### src/rtl/mc_connect_rr.sv
// N-client to single memory-controller interconnect: arbitrated, registered request stage,
// in-order responses routed back through a port-ID FIFO; request reaches the MC 1 cycle after accept.
module mc_connect_rr #(
  parameter int ADDR_WIDTH      = 32,
  parameter int DATA_WIDTH      = 32,
  parameter int CONNECT_NUM     = 4,
  parameter int MAX_OUTSTANDING = 4,
  parameter int ARB_MODE        = 0
) (
  input  logic                                      CLK,
  input  logic                                      RST,
  input  logic [CONNECT_NUM-1:0]                    SLAVE_RECEIVE_ADDR_VALID,
  input  logic [ADDR_WIDTH*CONNECT_NUM-1:0]         SLAVE_RECEIVE_ADDR,
  input  logic [CONNECT_NUM-1:0]                    SLAVE_RECEIVE_DATA_VALID,
  input  logic [DATA_WIDTH*CONNECT_NUM-1:0]         SLAVE_RECEIVE_DATA,
  output logic [CONNECT_NUM-1:0]                    SLAVE_RECEIVE_READY,
  output logic [CONNECT_NUM-1:0]                    SLAVE_SEND_VALID,
  output logic [DATA_WIDTH*CONNECT_NUM-1:0]         SLAVE_SEND_DATA,
  input  logic [CONNECT_NUM-1:0]                    SLAVE_SEND_READY,
  output logic                                      MASTER_SEND_ADDR_VALID,
  output logic [ADDR_WIDTH-1:0]                     MASTER_SEND_ADDR,
  output logic                                      MASTER_SEND_DATA_VALID,
  output logic [DATA_WIDTH-1:0]                     MASTER_SEND_DATA,
  input  logic                                      MASTER_SEND_READY,
  input  logic                                      MASTER_RECEIVE_VALID,
  input  logic [DATA_WIDTH-1:0]                     MASTER_RECEIVE_DATA,
  output logic                                      MASTER_RECEIVE_READY,
  output logic [$clog2(MAX_OUTSTANDING+1)-1:0]      OUTSTANDING,
  output logic                                      ORPHAN_ERR
);

  localparam int IDW = (CONNECT_NUM > 1) ? $clog2(CONNECT_NUM) : 1;
  localparam int PW  = (MAX_OUTSTANDING > 1) ? $clog2(MAX_OUTSTANDING) : 1;
  localparam int CW  = $clog2(MAX_OUTSTANDING + 1);

  logic                  req_vld_q, req_vld_d;
  logic [ADDR_WIDTH-1:0] req_addr_q, req_addr_d;
  logic                  req_wr_q, req_wr_d;
  logic [DATA_WIDTH-1:0] req_dat_q, req_dat_d;
  logic [IDW-1:0]        rr_ptr_q, rr_ptr_d;
  logic [CW-1:0]         cnt_q, cnt_d;
  logic                  orphan_q, orphan_d;
  logic [PW-1:0]         wr_ptr_q, rd_ptr_q;
  logic [IDW-1:0]        id_mem_q [MAX_OUTSTANDING];

  logic                  can_accept, accept, gnt_vld, fifo_ne, rsp_hs;
  logic [IDW-1:0]        gnt_idx, head_id;
  logic [IDW:0]          rr_sum;
  logic [ADDR_WIDTH-1:0] sel_addr;
  logic                  sel_wr;
  logic [DATA_WIDTH-1:0] sel_dat;

  function automatic logic [PW-1:0] ptr_inc(input logic [PW-1:0] ptr);
    return (ptr == PW'(MAX_OUTSTANDING - 1)) ? '0 : ptr + 1'b1;
  endfunction

  // The in-flight count doubles as the ID FIFO occupancy: both move on accept and response.
  assign fifo_ne    = (cnt_q != '0);
  assign head_id    = id_mem_q[rd_ptr_q];
  assign can_accept = !RST && (!req_vld_q || MASTER_SEND_READY) && (cnt_q < CW'(MAX_OUTSTANDING));
  assign accept     = can_accept && gnt_vld;

  always_comb begin
    gnt_vld = 1'b0;
    gnt_idx = '0;
    rr_sum  = '0;
    if (ARB_MODE == 1) begin
      for (int i = 0; i < CONNECT_NUM; i++) begin
        if (SLAVE_RECEIVE_ADDR_VALID[i]) begin
          gnt_vld = 1'b1;
          gnt_idx = IDW'(i);
        end
      end
    end else begin
      // Walk the offsets downwards so the smallest offset from the pointer is the final winner.
      for (int k = CONNECT_NUM - 1; k >= 0; k--) begin
        rr_sum = {1'b0, rr_ptr_q} + (IDW+1)'(k);
        if (rr_sum >= (IDW+1)'(CONNECT_NUM)) begin
          rr_sum = rr_sum - (IDW+1)'(CONNECT_NUM);
        end
        if (SLAVE_RECEIVE_ADDR_VALID[rr_sum[IDW-1:0]]) begin
          gnt_vld = 1'b1;
          gnt_idx = rr_sum[IDW-1:0];
        end
      end
    end
  end

  always_comb begin
    sel_addr = '0;
    sel_wr   = 1'b0;
    sel_dat  = '0;
    SLAVE_RECEIVE_READY = '0;
    SLAVE_SEND_VALID    = '0;
    SLAVE_SEND_DATA     = '0;
    for (int i = 0; i < CONNECT_NUM; i++) begin
      if (gnt_idx == IDW'(i)) begin
        sel_addr = SLAVE_RECEIVE_ADDR[i*ADDR_WIDTH +: ADDR_WIDTH];
        sel_wr   = SLAVE_RECEIVE_DATA_VALID[i];
        sel_dat  = SLAVE_RECEIVE_DATA[i*DATA_WIDTH +: DATA_WIDTH];
        SLAVE_RECEIVE_READY[i] = accept;
      end
      if (!RST && fifo_ne && (head_id == IDW'(i))) begin
        SLAVE_SEND_VALID[i] = MASTER_RECEIVE_VALID;
        SLAVE_SEND_DATA[i*DATA_WIDTH +: DATA_WIDTH] = MASTER_RECEIVE_DATA;
      end
    end
  end

  assign MASTER_RECEIVE_READY = !RST && fifo_ne && SLAVE_SEND_READY[head_id];
  assign rsp_hs               = MASTER_RECEIVE_VALID && MASTER_RECEIVE_READY;

  always_comb begin
    req_vld_d  = req_vld_q;
    req_addr_d = req_addr_q;
    req_wr_d   = req_wr_q;
    req_dat_d  = req_dat_q;
    rr_ptr_d   = rr_ptr_q;
    if (accept) begin
      req_vld_d  = 1'b1;
      req_addr_d = sel_addr;
      req_wr_d   = sel_wr;
      req_dat_d  = sel_dat;
      if (ARB_MODE == 0) begin
        rr_ptr_d = (gnt_idx == IDW'(CONNECT_NUM - 1)) ? '0 : gnt_idx + 1'b1;
      end
    end else if (MASTER_SEND_READY) begin
      req_vld_d = 1'b0;
    end
    cnt_d    = cnt_q + CW'(accept) - CW'(rsp_hs);
    orphan_d = orphan_q || (MASTER_RECEIVE_VALID && !fifo_ne);
  end

  always_ff @(posedge CLK) begin
    if (RST) begin
      req_vld_q  <= 1'b0;
      req_addr_q <= '0;
      req_wr_q   <= 1'b0;
      req_dat_q  <= '0;
      rr_ptr_q   <= '0;
      cnt_q      <= '0;
      orphan_q   <= 1'b0;
      wr_ptr_q   <= '0;
      rd_ptr_q   <= '0;
      for (int i = 0; i < MAX_OUTSTANDING; i++) begin
        id_mem_q[i] <= '0;
      end
    end else begin
      req_vld_q  <= req_vld_d;
      req_addr_q <= req_addr_d;
      req_wr_q   <= req_wr_d;
      req_dat_q  <= req_dat_d;
      rr_ptr_q   <= rr_ptr_d;
      cnt_q      <= cnt_d;
      orphan_q   <= orphan_d;
      if (accept) begin
        id_mem_q[wr_ptr_q] <= gnt_idx;
        wr_ptr_q           <= ptr_inc(wr_ptr_q);
      end
      if (rsp_hs) begin
        rd_ptr_q <= ptr_inc(rd_ptr_q);
      end
    end
  end

  assign MASTER_SEND_ADDR_VALID = req_vld_q;
  assign MASTER_SEND_ADDR       = req_addr_q;
  assign MASTER_SEND_DATA_VALID = req_wr_q;
  assign MASTER_SEND_DATA       = req_dat_q;
  assign OUTSTANDING            = cnt_q;
  assign ORPHAN_ERR             = orphan_q;

endmodule

### config.mk
export PLATFORM = sky130hd
export DESIGN_NAME = mc_connect_rr
export DESIGN_NICKNAME = d
export VERILOG_FILES = /design/src/rtl/mc_connect_rr.sv
export SDC_FILE = /design/constraint.sdc
export NUM_CORES = 1
export LEC_CHECK = 0
export BUFFER_PORTS_ARGS = -buffer_cell sky130_fd_sc_hd__buf_2
export CORE_AREA = 2 2 197 199
export DETAILED_ROUTE_END_ITERATION = 8
export DIE_AREA = 0 0 199 201
export PLACE_DENSITY_LB_ADDON = 0.3
export SLEW_MARGIN = 20
export SYNTH_ARGS = -nofsm -noshare
export SYNTH_HDL_FRONTEND = slang
export SYNTH_SLANG_ARGS = --single-unit
export TNS_END_PERCENT = 10
### constraint.sdc
create_clock -name CLK -period 8.62 [get_ports CLK]
set_input_delay 0.431 -clock CLK [delete_from_list [all_inputs] [get_ports CLK]]
set_output_delay 0.431 -clock CLK [all_outputs]
set_load 0.02 [all_outputs]
**Yosys cells after proc, flatten, opt, wreduce, memory -nomap -nowiden**

Memories as Yosys holds them, arrays and structs flattened. A register that Yosys moved wholly into a read port is not among the register bits.
Cells that the tools add are included.

- Register bits: 76
- RAM bits: 8
- Bits of input ports: 304
- Output and inout bits: 207
- Word-level logic and storage cells: 122
- Memories kept: 1

- Add/subtract/negate cells: 12
- Order comparisons: 10
- Eq/ne operators: 8
- Multiplexer cells: 61
- Reductions and logical operators: 21

Memories:

| memory | words | width | read ports | clocked after Yosys merged registers in | write ports | RTL line | text |
|---|---|---|---|---|---|---|---|
| id_mem_q | 4 | 2 | 1 | 1 | 4 | 44 | `logic [IDW-1:0] id_mem_q [MAX_OUTSTANDING];` |

Operators with widths:

| kind | count |
|---|---|
| 32-bit two-way mux | 12 |
| 2-bit two-way mux | 15 |
| 1-bit two-way mux | 29 |
| 2-bit by 3-bit less-than comparator with 1-bit output (second input constant) | 5 |
| 2-bit equality test (second input constant) | 6 |
| 1-bit logical AND | 11 |
| 1-bit binary-select mux with 2-bit select | 5 |
| 3-bit >= comparator (second input constant) | 3 |
| 2-bit by 1-bit subtractor with 2-bit output (second input constant) | 4 |
| 2-bit by 1-bit adder with 2-bit output (second input constant) | 3 |
| 2-bit by 2-bit adder with 3-bit output (second input constant) | 2 |
| 2-bit by 1-bit equality test with 1-bit output (second input constant) | 2 |
| 2-bit zero test | 2 |
| 2-bit by 1-bit adder with 3-bit output (second input constant) | 1 |
| 3-bit by 1-bit adder with 3-bit output | 1 |
| 2-bit by 3-bit >= comparator with 1-bit output (second input constant) | 1 |
| 1-bit zero test | 3 |
| 3-bit less-than comparator (second input constant) | 1 |
| 3-bit nonzero test | 1 |
| 3-bit by 1-bit subtractor with 3-bit output | 1 |
| 1-bit logical OR | 2 |
| 2-bit nonzero test | 1 |
| 2-bit OR reduction | 1 |

**Depth between registers and ports, before layout**

Gate-level depths: netlist of the first run.

- Depth after elaboration: 15
- Gate-level depth with buffers: 11
- Mapped depth without buffers: 11

**Worst setup path before layout of the first run**

Ideal clock, no wire load.

- Path type: register to register
- From: register with a tool-made name
- To: register cnt_q[2] (netlist: OUTSTANDING[2])
- Setup time: 0.128 ns
- Arrival time: 2.668 ns
- Required time: 8.492 ns
- Setup slack: 5.824 ns
- Cell stages (with the launch flop): 12
- Path buffers: 0
- Period minus slack after synthesis: 2.796 ns
- Cell sequence: dfxtp_1 > mux4_2 > or4_1 > o32a_1 > inv_1 > ha_1 > inv_1 > ha_1 > fa_1 > xnor2_1 > xnor2_1 > nor2_1

RTL lines:

| item | RTL line | text |
|---|---|---|
| end signal: assignment | 154 | `cnt_q <= cnt_d;` |
| end: declaration | 41 | `logic [CW-1:0] cnt_q, cnt_d;` |

**Final worst setup path of the first run**

- From: register rr_ptr_q[1]
- To: register req_dat_q[30] (netlist: MASTER_SEND_DATA[30])

- Cells in the longest elaborated chain, start to end: 14
- Elaborated cells on any way between the ends: 40
- Those cells by class: 7 x add/sub; 4 x order compare; 3 x eq/ne; 24 x mux; 2 x reduce/logical

RTL lines:

| item | RTL line | text |
|---|---|---|
| start: declaration | 40 | `logic [IDW-1:0] rr_ptr_q, rr_ptr_d;` |
| start signal: assignment | 153 | `rr_ptr_q <= rr_ptr_d;` |
| 2-bit by 2-bit adder with 3-bit output | 77 | `rr_sum = {1'b0, rr_ptr_q} + (IDW+1)'(k);` |
| 3-bit >= comparator / 2-bit by 1-bit subtractor with 2-bit output (equally long branches) | 78, 79 |  |
| 2-bit two-way mux | 78 | `if (rr_sum >= (IDW+1)'(CONNECT_NUM)) begin` |
| 1-bit binary-select mux with 2-bit select | 81 | `if (SLAVE_RECEIVE_ADDR_VALID[rr_sum[IDW-1:0]]) begin` |
| 1-bit two-way mux (implied by the code) | 81 |  |
| 2-bit two-way mux (4 in series) | 81 |  |
| 2-bit zero test | 97 | `if (gnt_idx == IDW'(i)) begin` |
| 32-bit two-way mux (4 in series) | 97 |  |
| end signal: assignment | 152 | `req_dat_q <= req_dat_d;` |
| end: declaration | 39 | `logic [DATA_WIDTH-1:0] req_dat_q, req_dat_d;` |

Several ways; a longest one is shown, not always the timed one. The select of a mux whose other input is x is not followed.
A chain may end at the register's enable or synchronous reset.

==> results.yml, run 1 <==
sta:
  skew_ns: 0.007053
  holdWs_ns: 0.2964
  finalCritPeriodShare: 0.4296
  slew_headroom: 0.3081
  fmax_ghz: 0.2700
  finalSetupTns_ns: 0
  finalMaxSlewViolations: 0
  finalHoldViolCount: 0
  period_minus_slack_ns: 3.703
  setup_violations: 0
  worstMarginPinSlew_ns: 1.038
  rsz0062_at_grt: "no"
synth:
  synth_area_per_cell_um2: 7.572
  synth_nets: 1160
  synth_cells: 847
  ys_async_sr_fraction: 0
  yosys.cell_types.count: 40
  synth_seq_cells: 86
  synth_area_leader_cell: "dfxtp_1"
  synth-edff-count: 8
  synthFlopType: "dfxtp_1"
  yosysWarnings: 0
  yosys-top-cells-count: "136 x nor2b_1, 132 x and2_1, 78 x dfxtp_1, 78 x nor2_1, 74 x nand2_1"
  ys_seq_area_frac: 0.2809
  ys_top_cells_by_area: "dfxtp_1 24%, nor2b_1 13%, and2_1 13%"
  yosysTopAreaCellShare: 0.2435
  post-synth-top-count-cell: "nor2b_1"
  netlist_area_um2: 6414
cells_and_area:
  antenna_cells: 0
  synthToLayoutAreaGrowth_pct: 51.09
  layout-drive-gt1-share: 0.4210
  final_nets: 1605
  stdcell_count: 1815
worst_setup_path:
  crit_fanout: 72
  path_cells: "mux2i_1, o221ai_1, inv_1, ha_4, buf_4, nor2b_1, a221oi_1, o311a_1, nor3_1"
  worst-path-buf-inv: 2
  worst-endpoint-required_ns: 8.86
  critPathSlowestCell: "buf_4"
  critPathLaunchType: "register"
  max_stage_delay_ns: 0.71
  cp.arrival_ns: 3.94
  critical_path.top_delay_family: "compound AO/OA/AOI/OAI gates"
  critical_path_class: "register to register"
  crit_path_end_kind: "register"
cts:
  cts_root_buffer: "clkbuf_16"
  numCtsBuffers: 9
  cts_setup_buffers: 0
  clockBufferDepth: 2
  cts.repair.resized: 0
  clkTransAtPathRegs_ns: 0.07
  clk_latency_ns: 0.38
  cts_tree: "done"
  holdBufCountCts: 0
  h-tree-depth: 3
  numClockSinks: 86
power_and_ir_drop:
  switching_share: 0.4770
  power_frac_seq: 0.234
  power_frac_clock: 0.167
  switchingPower_mw: 1.128
  power.internal_mw: 1.237
  comb_power_share: 0.599
  leakage_nw: 4.858
  powerDensity_nw_per_um2: 244.1
  vdd_ir_drop_max_uv: 117.5
place:
  gp_congestion: 0.8442
  placed_cells: 1799
  portBuffers: 510
  hpwl_um: 23750
global_route:
  grt_pass1_vias: 7668
  grt_overflow: 0
  grt_pass1_wl_um: 44610
  antenna_found_initial: 3
  grt_usage: 0.1486
  grt_max_degree: 94
detailed_routing:
  first_pass_iters: 4
  postRouteAntennaNets: 0
  drcViolationCount: 0
  drt-initial-drc-count: 267
  vias: 7946
  wire_per_inst_um: 17.13
  wl_um: 31100
  drt-vias-per-instance: 4.378
floorplanning:
  rows: 72
  die_w_um: 199
  start_util: 0.1683
  die_area_um2: 40000
  coreArea_um2: 38110
  pin_count: 511
  die_y_um: 201
hold_path:
  hold_path_class: "primary input to register"
outcome:
  status: "finished clean"
flow_run:
  cap_violations: 0
## state kept, by name, indices dropped and copies added (netlist names), named ones only
signal,flops
OUTSTANDING,3
MASTER_SEND_ADDR_VALID,1
rd_ptr_q,2
rr_ptr_q,2
MASTER_SEND_DATA,32
ORPHAN_ERR,1
wr_ptr_q,2
MASTER_SEND_DATA_VALID,1
MASTER_SEND_ADDR,32
id_mem_q,8
## tightest hold or removal path: stages
cell,delay [ns]
buf_2,0.09
a21oi_1,0.05
nor2_1,0.07
## cell type report
type	instances	area (um2)
Fill cell	4238	28420
Sequential cell	86	1802
Clock inverter	7	57.56
Inverter	11	41.29
Clock buffer	9	225.2
Multi-Input combinational cell	665	4294
Timing Repair Buffer	519	2623
Tap cell	518	648.1
## routing by layer
layer	track usage	vias to the layer above	wire length, um
met5	0	-	13
met4	0.06130	2	935
met3	0.04351	39	2336
met2	0.2855	338	16220
met1	0.1463	3688	11590
li1	-	3879	-
## cell usage in the layout (no fill, tap or decap), types with 3 or more instances in the layout
| cell | instances |
|---|---|
| mux2i_1 | 3 |
| buf_2 | 509 |
| nand2_1 | 74 |
| buf_4 | 10 |
| o311a_1 | 65 |
| and2_1 | 132 |
| ha_4 | 3 |
| a21oi_1 | 4 |
| nor3_1 | 71 |
| nor2b_1 | 136 |
| clkbuf_16 | 9 |
| edfxtp_1 | 8 |
| inv_1 | 10 |
| a221oi_1 | 65 |
| ha_1 | 4 |
| dfxtp_1 | 78 |
| nor2_1 | 77 |
## power groups by stage
stage / Combinational (mW) / Clock [mW] / Sequential (mW)
2_1_floorplan: 0.881 / 0 / 0.646
3_3_place_gp: 1.43 / 0 / 0.562
3_5_place_dp: 1.44 / 0 / 0.563
4_1_cts: 1.44 / 0.417 / 0.556
5_1_grt: 1.57 / 0.429 / 0.570
6_report: 1.42 / 0.394 / 0.554
## worst paths after layout
kind	start	cells past startpoint	endpoint	slack (ns)
worst max-delay path	rr_ptr_q[1]$_SDFFE_PP0P_	9	MASTER_SEND_DATA[30]$_SDFFE_PP0P_	4.92
worst min-delay path	MASTER_RECEIVE_VALID	3	ORPHAN_ERR$_SDFF_PP0_	0.30
worst min register to register	ORPHAN_ERR$_SDFF_PP0_	2	ORPHAN_ERR$_SDFF_PP0_	0.47
worst max register to register	rr_ptr_q[1]$_SDFFE_PP0P_	9	MASTER_SEND_DATA[30]$_SDFFE_PP0P_	4.92
## metrics by stage
stage                       util  total power [mW]  cell area, um2  setup WS [ns]
final                     0.2543             2.366            9691          4.917
after global routing      0.2543             2.564            9691          4.592
after CTS                 0.2543             2.416            9691          4.857
after detailed placement  0.2469             2.002            9408          4.717
after global placement    0.2469             1.990            9408          4.850
after floorplan                -             1.527            6414          5.824
## cells by family (layout without fill, tap and decap cells)
family          after synthesis  in the layout  synth area share
fa+ha+maj                     9              9           0.01873
simple gates                503            503            0.4196
xor+xnor                      2              2          0.002732
compound gates              144            144            0.2052
flops                        86             86            0.2809
buf+inv                      96            546           0.05755
mux                           7              7           0.01522
Power figures use the tool's default switching activity.
==> inputs of run 2 (changes only) <==
--- a/config.mk
+++ b/config.mk
@@ -6,9 +6,9 @@
 export NUM_CORES = 1
 export LEC_CHECK = 0
 export BUFFER_PORTS_ARGS = -buffer_cell sky130_fd_sc_hd__buf_2
-export CORE_AREA = 2 2 197 199
+export CORE_AREA = 2 2 200 202
 export DETAILED_ROUTE_END_ITERATION = 8
-export DIE_AREA = 0 0 199 201
+export DIE_AREA = 0 0 202 204
 export PLACE_DENSITY_LB_ADDON = 0.3
 export SLEW_MARGIN = 20
 export SYNTH_ARGS = -nofsm -noshare
==> constraint.sdc (replaced) <==
create_clock -name CLK -period 3.2 [get_ports CLK]
set_input_delay 0.16 -clock CLK [delete_from_list [all_inputs] [get_ports CLK]]
set_output_delay 0.16 -clock CLK [all_outputs]
set_load 0.02 [all_outputs]
==> results.yml, run 2 (synthesis gave the netlist of run 1 again) <==
global_route:
  grt_pass1_vias: 7814
  grt_usage: 0.1472
  grt_overflow: 0
  antenna_found_initial: 3
  grt_max_degree: 143
  grt_pass1_wl_um: 45890
sta:
  finalMaxSlewViolations: 0
  skew_ns: 0.008166
  finalHoldViolCount: 0
  fmax_ghz: 0.3427
  finalSetupTns_ns: 0
  period_minus_slack_ns: 2.918
  setup_violations: 0
  holdWs_ns: 0.04875
  rsz0062_at_grt: "no"
  finalCritPeriodShare: 0.9117
  slew_headroom: 0.4226
  worstMarginPinSlew_ns: 0.8660
detailed_routing:
  drt-initial-drc-count: 369
  drt-vias-per-instance: 4.324
  first_pass_iters: 5
  vias: 7986
  wl_um: 31690
  wire_per_inst_um: 17.16
  drcViolationCount: 0
  postRouteAntennaNets: 0
cts:
  cts_root_buffer: "clkbuf_16"
  clk_latency_ns: 0.37
  clockBufferDepth: 2
  numCtsBuffers: 9
  holdBufCountCts: 0
  numClockSinks: 86
  clkTransAtPathRegs_ns: 0.07
  cts.repair.resized: 0
  cts_tree: "done"
  cts_setup_buffers: 0
  h-tree-depth: 3
power_and_ir_drop:
  power_frac_seq: 0.221
  power.internal_mw: 3.620
  leakage_nw: 5.019
  power_mw: 6.731
  power_frac_clock: 0.172
  switching_share: 0.4622
  comb_power_share: 0.607
  powerDensity_nw_per_um2: 674.3
  vdd_ir_drop_max_uv: 321.4
  switchingPower_mw: 3.111
cells_and_area:
  ff_latch_area_um2: 1802
  layout_common_cells: "509 x buf_2, 136 x nor2b_1, 132 x and2_1"
  multi_input_comb_area_um2: 4292
  final_nets: 1630
  nFillCells: 4371
  final_common_cell: "buf_2"
  antenna_cells: 0
  synthToLayoutAreaGrowth_pct: 55.64
  layout-drive-gt1-share: 0.4319
  stdcell_count: 1847
place:
  placed_cells: 1831
  portBuffers: 510
  hpwl_um: 24690
  gp_congestion: 0.9322
floorplanning:
  rows: 73
  die_area_um2: 41210
  die_w_um: 202
  die_y_um: 204
  pin_count: 511
  coreArea_um2: 39180
  start_util: 0.1637
worst_setup_path:
  worst-endpoint-required_ns: 3.47
  critical_path_class: "register to register"
  crit_path_end_kind: "register"
  crit_fanout: 7
  critPathLaunchType: "register"
  cp.arrival_ns: 3.19
hold_path:
  hold_path_class: "primary input to register"
outcome:
  status: "finished clean"
flow_run:
  cap_violations: 0
[run 2: changes by cell type in the layout (fill, tap and decap cells not counted), sizes merged]
cell / delta
inv: +1
buf: +25
clkinv: -2
bufinv: +1
[run 2: layer usage]
layer | up-vias | wire [um] | GRT usage
li1 | 3931 | - | -
met1 | 3653 | 11960 | 0.1511
met4 | 2 | 1041 | 0.06486
met3 | 52 | 2186 | 0.03906
met2 | 348 | 16490 | 0.2791
met5 | - | 13 | 0
[run 2: final timing paths]
check                           cells after the start  slack (ns)                               from                                 to
worst max register to register                     11        0.28                           register          OUTSTANDING[2]$_SDFF_PP0_
worst min-delay path                                2        0.05                                RST          OUTSTANDING[2]$_SDFF_PP0_
worst max-delay path                               11        0.28                           register          OUTSTANDING[2]$_SDFF_PP0_
worst min register to register                      2        0.49  MASTER_SEND_ADDR[13]$_SDFFE_PP0P_  MASTER_SEND_ADDR[13]$_SDFFE_PP0P_
[run 2: area by class of cell]
class | count | share of cell area
Multi-Input combinational cell | 665 | 0.4299
Timing Repair Buffer | 544 | 0.2890
Sequential cell | 86 | 0.1805
Tap cell | 525 | 0.06581
Clock buffer | 9 | 0.02256
Clock inverter | 7 | 0.008022
Inverter | 11 | 0.004136
[run 2: power groups by stage]
stage	clock network [mW]	logic [mW]	registers [mW]
2_1_floorplan	0	2.37	1.74
3_3_place_gp	0	4.11	1.50
3_5_place_dp	0	4.12	1.51
4_1_cts	1.22	4.13	1.49
5_1_grt	1.26	4.47	1.53
6_report	1.16	4.08	1.49
[run 2: worst max-delay path, cell delays in order (launching register included)]
cell and delay, ns:
dfxtp_1 0.38, mux4_2 0.61, mux2i_1 0.28, o32a_1 0.25, inv_1 0.06, ha_1 0.26
inv_1 0.04, ha_1 0.18, fa_1 0.38, xnor2_1 0.20, xnor2_1 0.13, nor2_1 0.05
[run 2: per-stage QoR]
step | area (um2) | util | worst slack [ns]
4_1_cts | 9982 | 0.2548 | 0.2565
6_report | 9982 | 0.2548 | 0.2824
5_1_grt | 9982 | 0.2548 | 0.09819
2_1_floorplan | 6414 | - | 0.4043
3_5_place_dp | 9677 | 0.2470 | 0.2733
3_3_place_gp | 9677 | 0.2470 | 0.2669
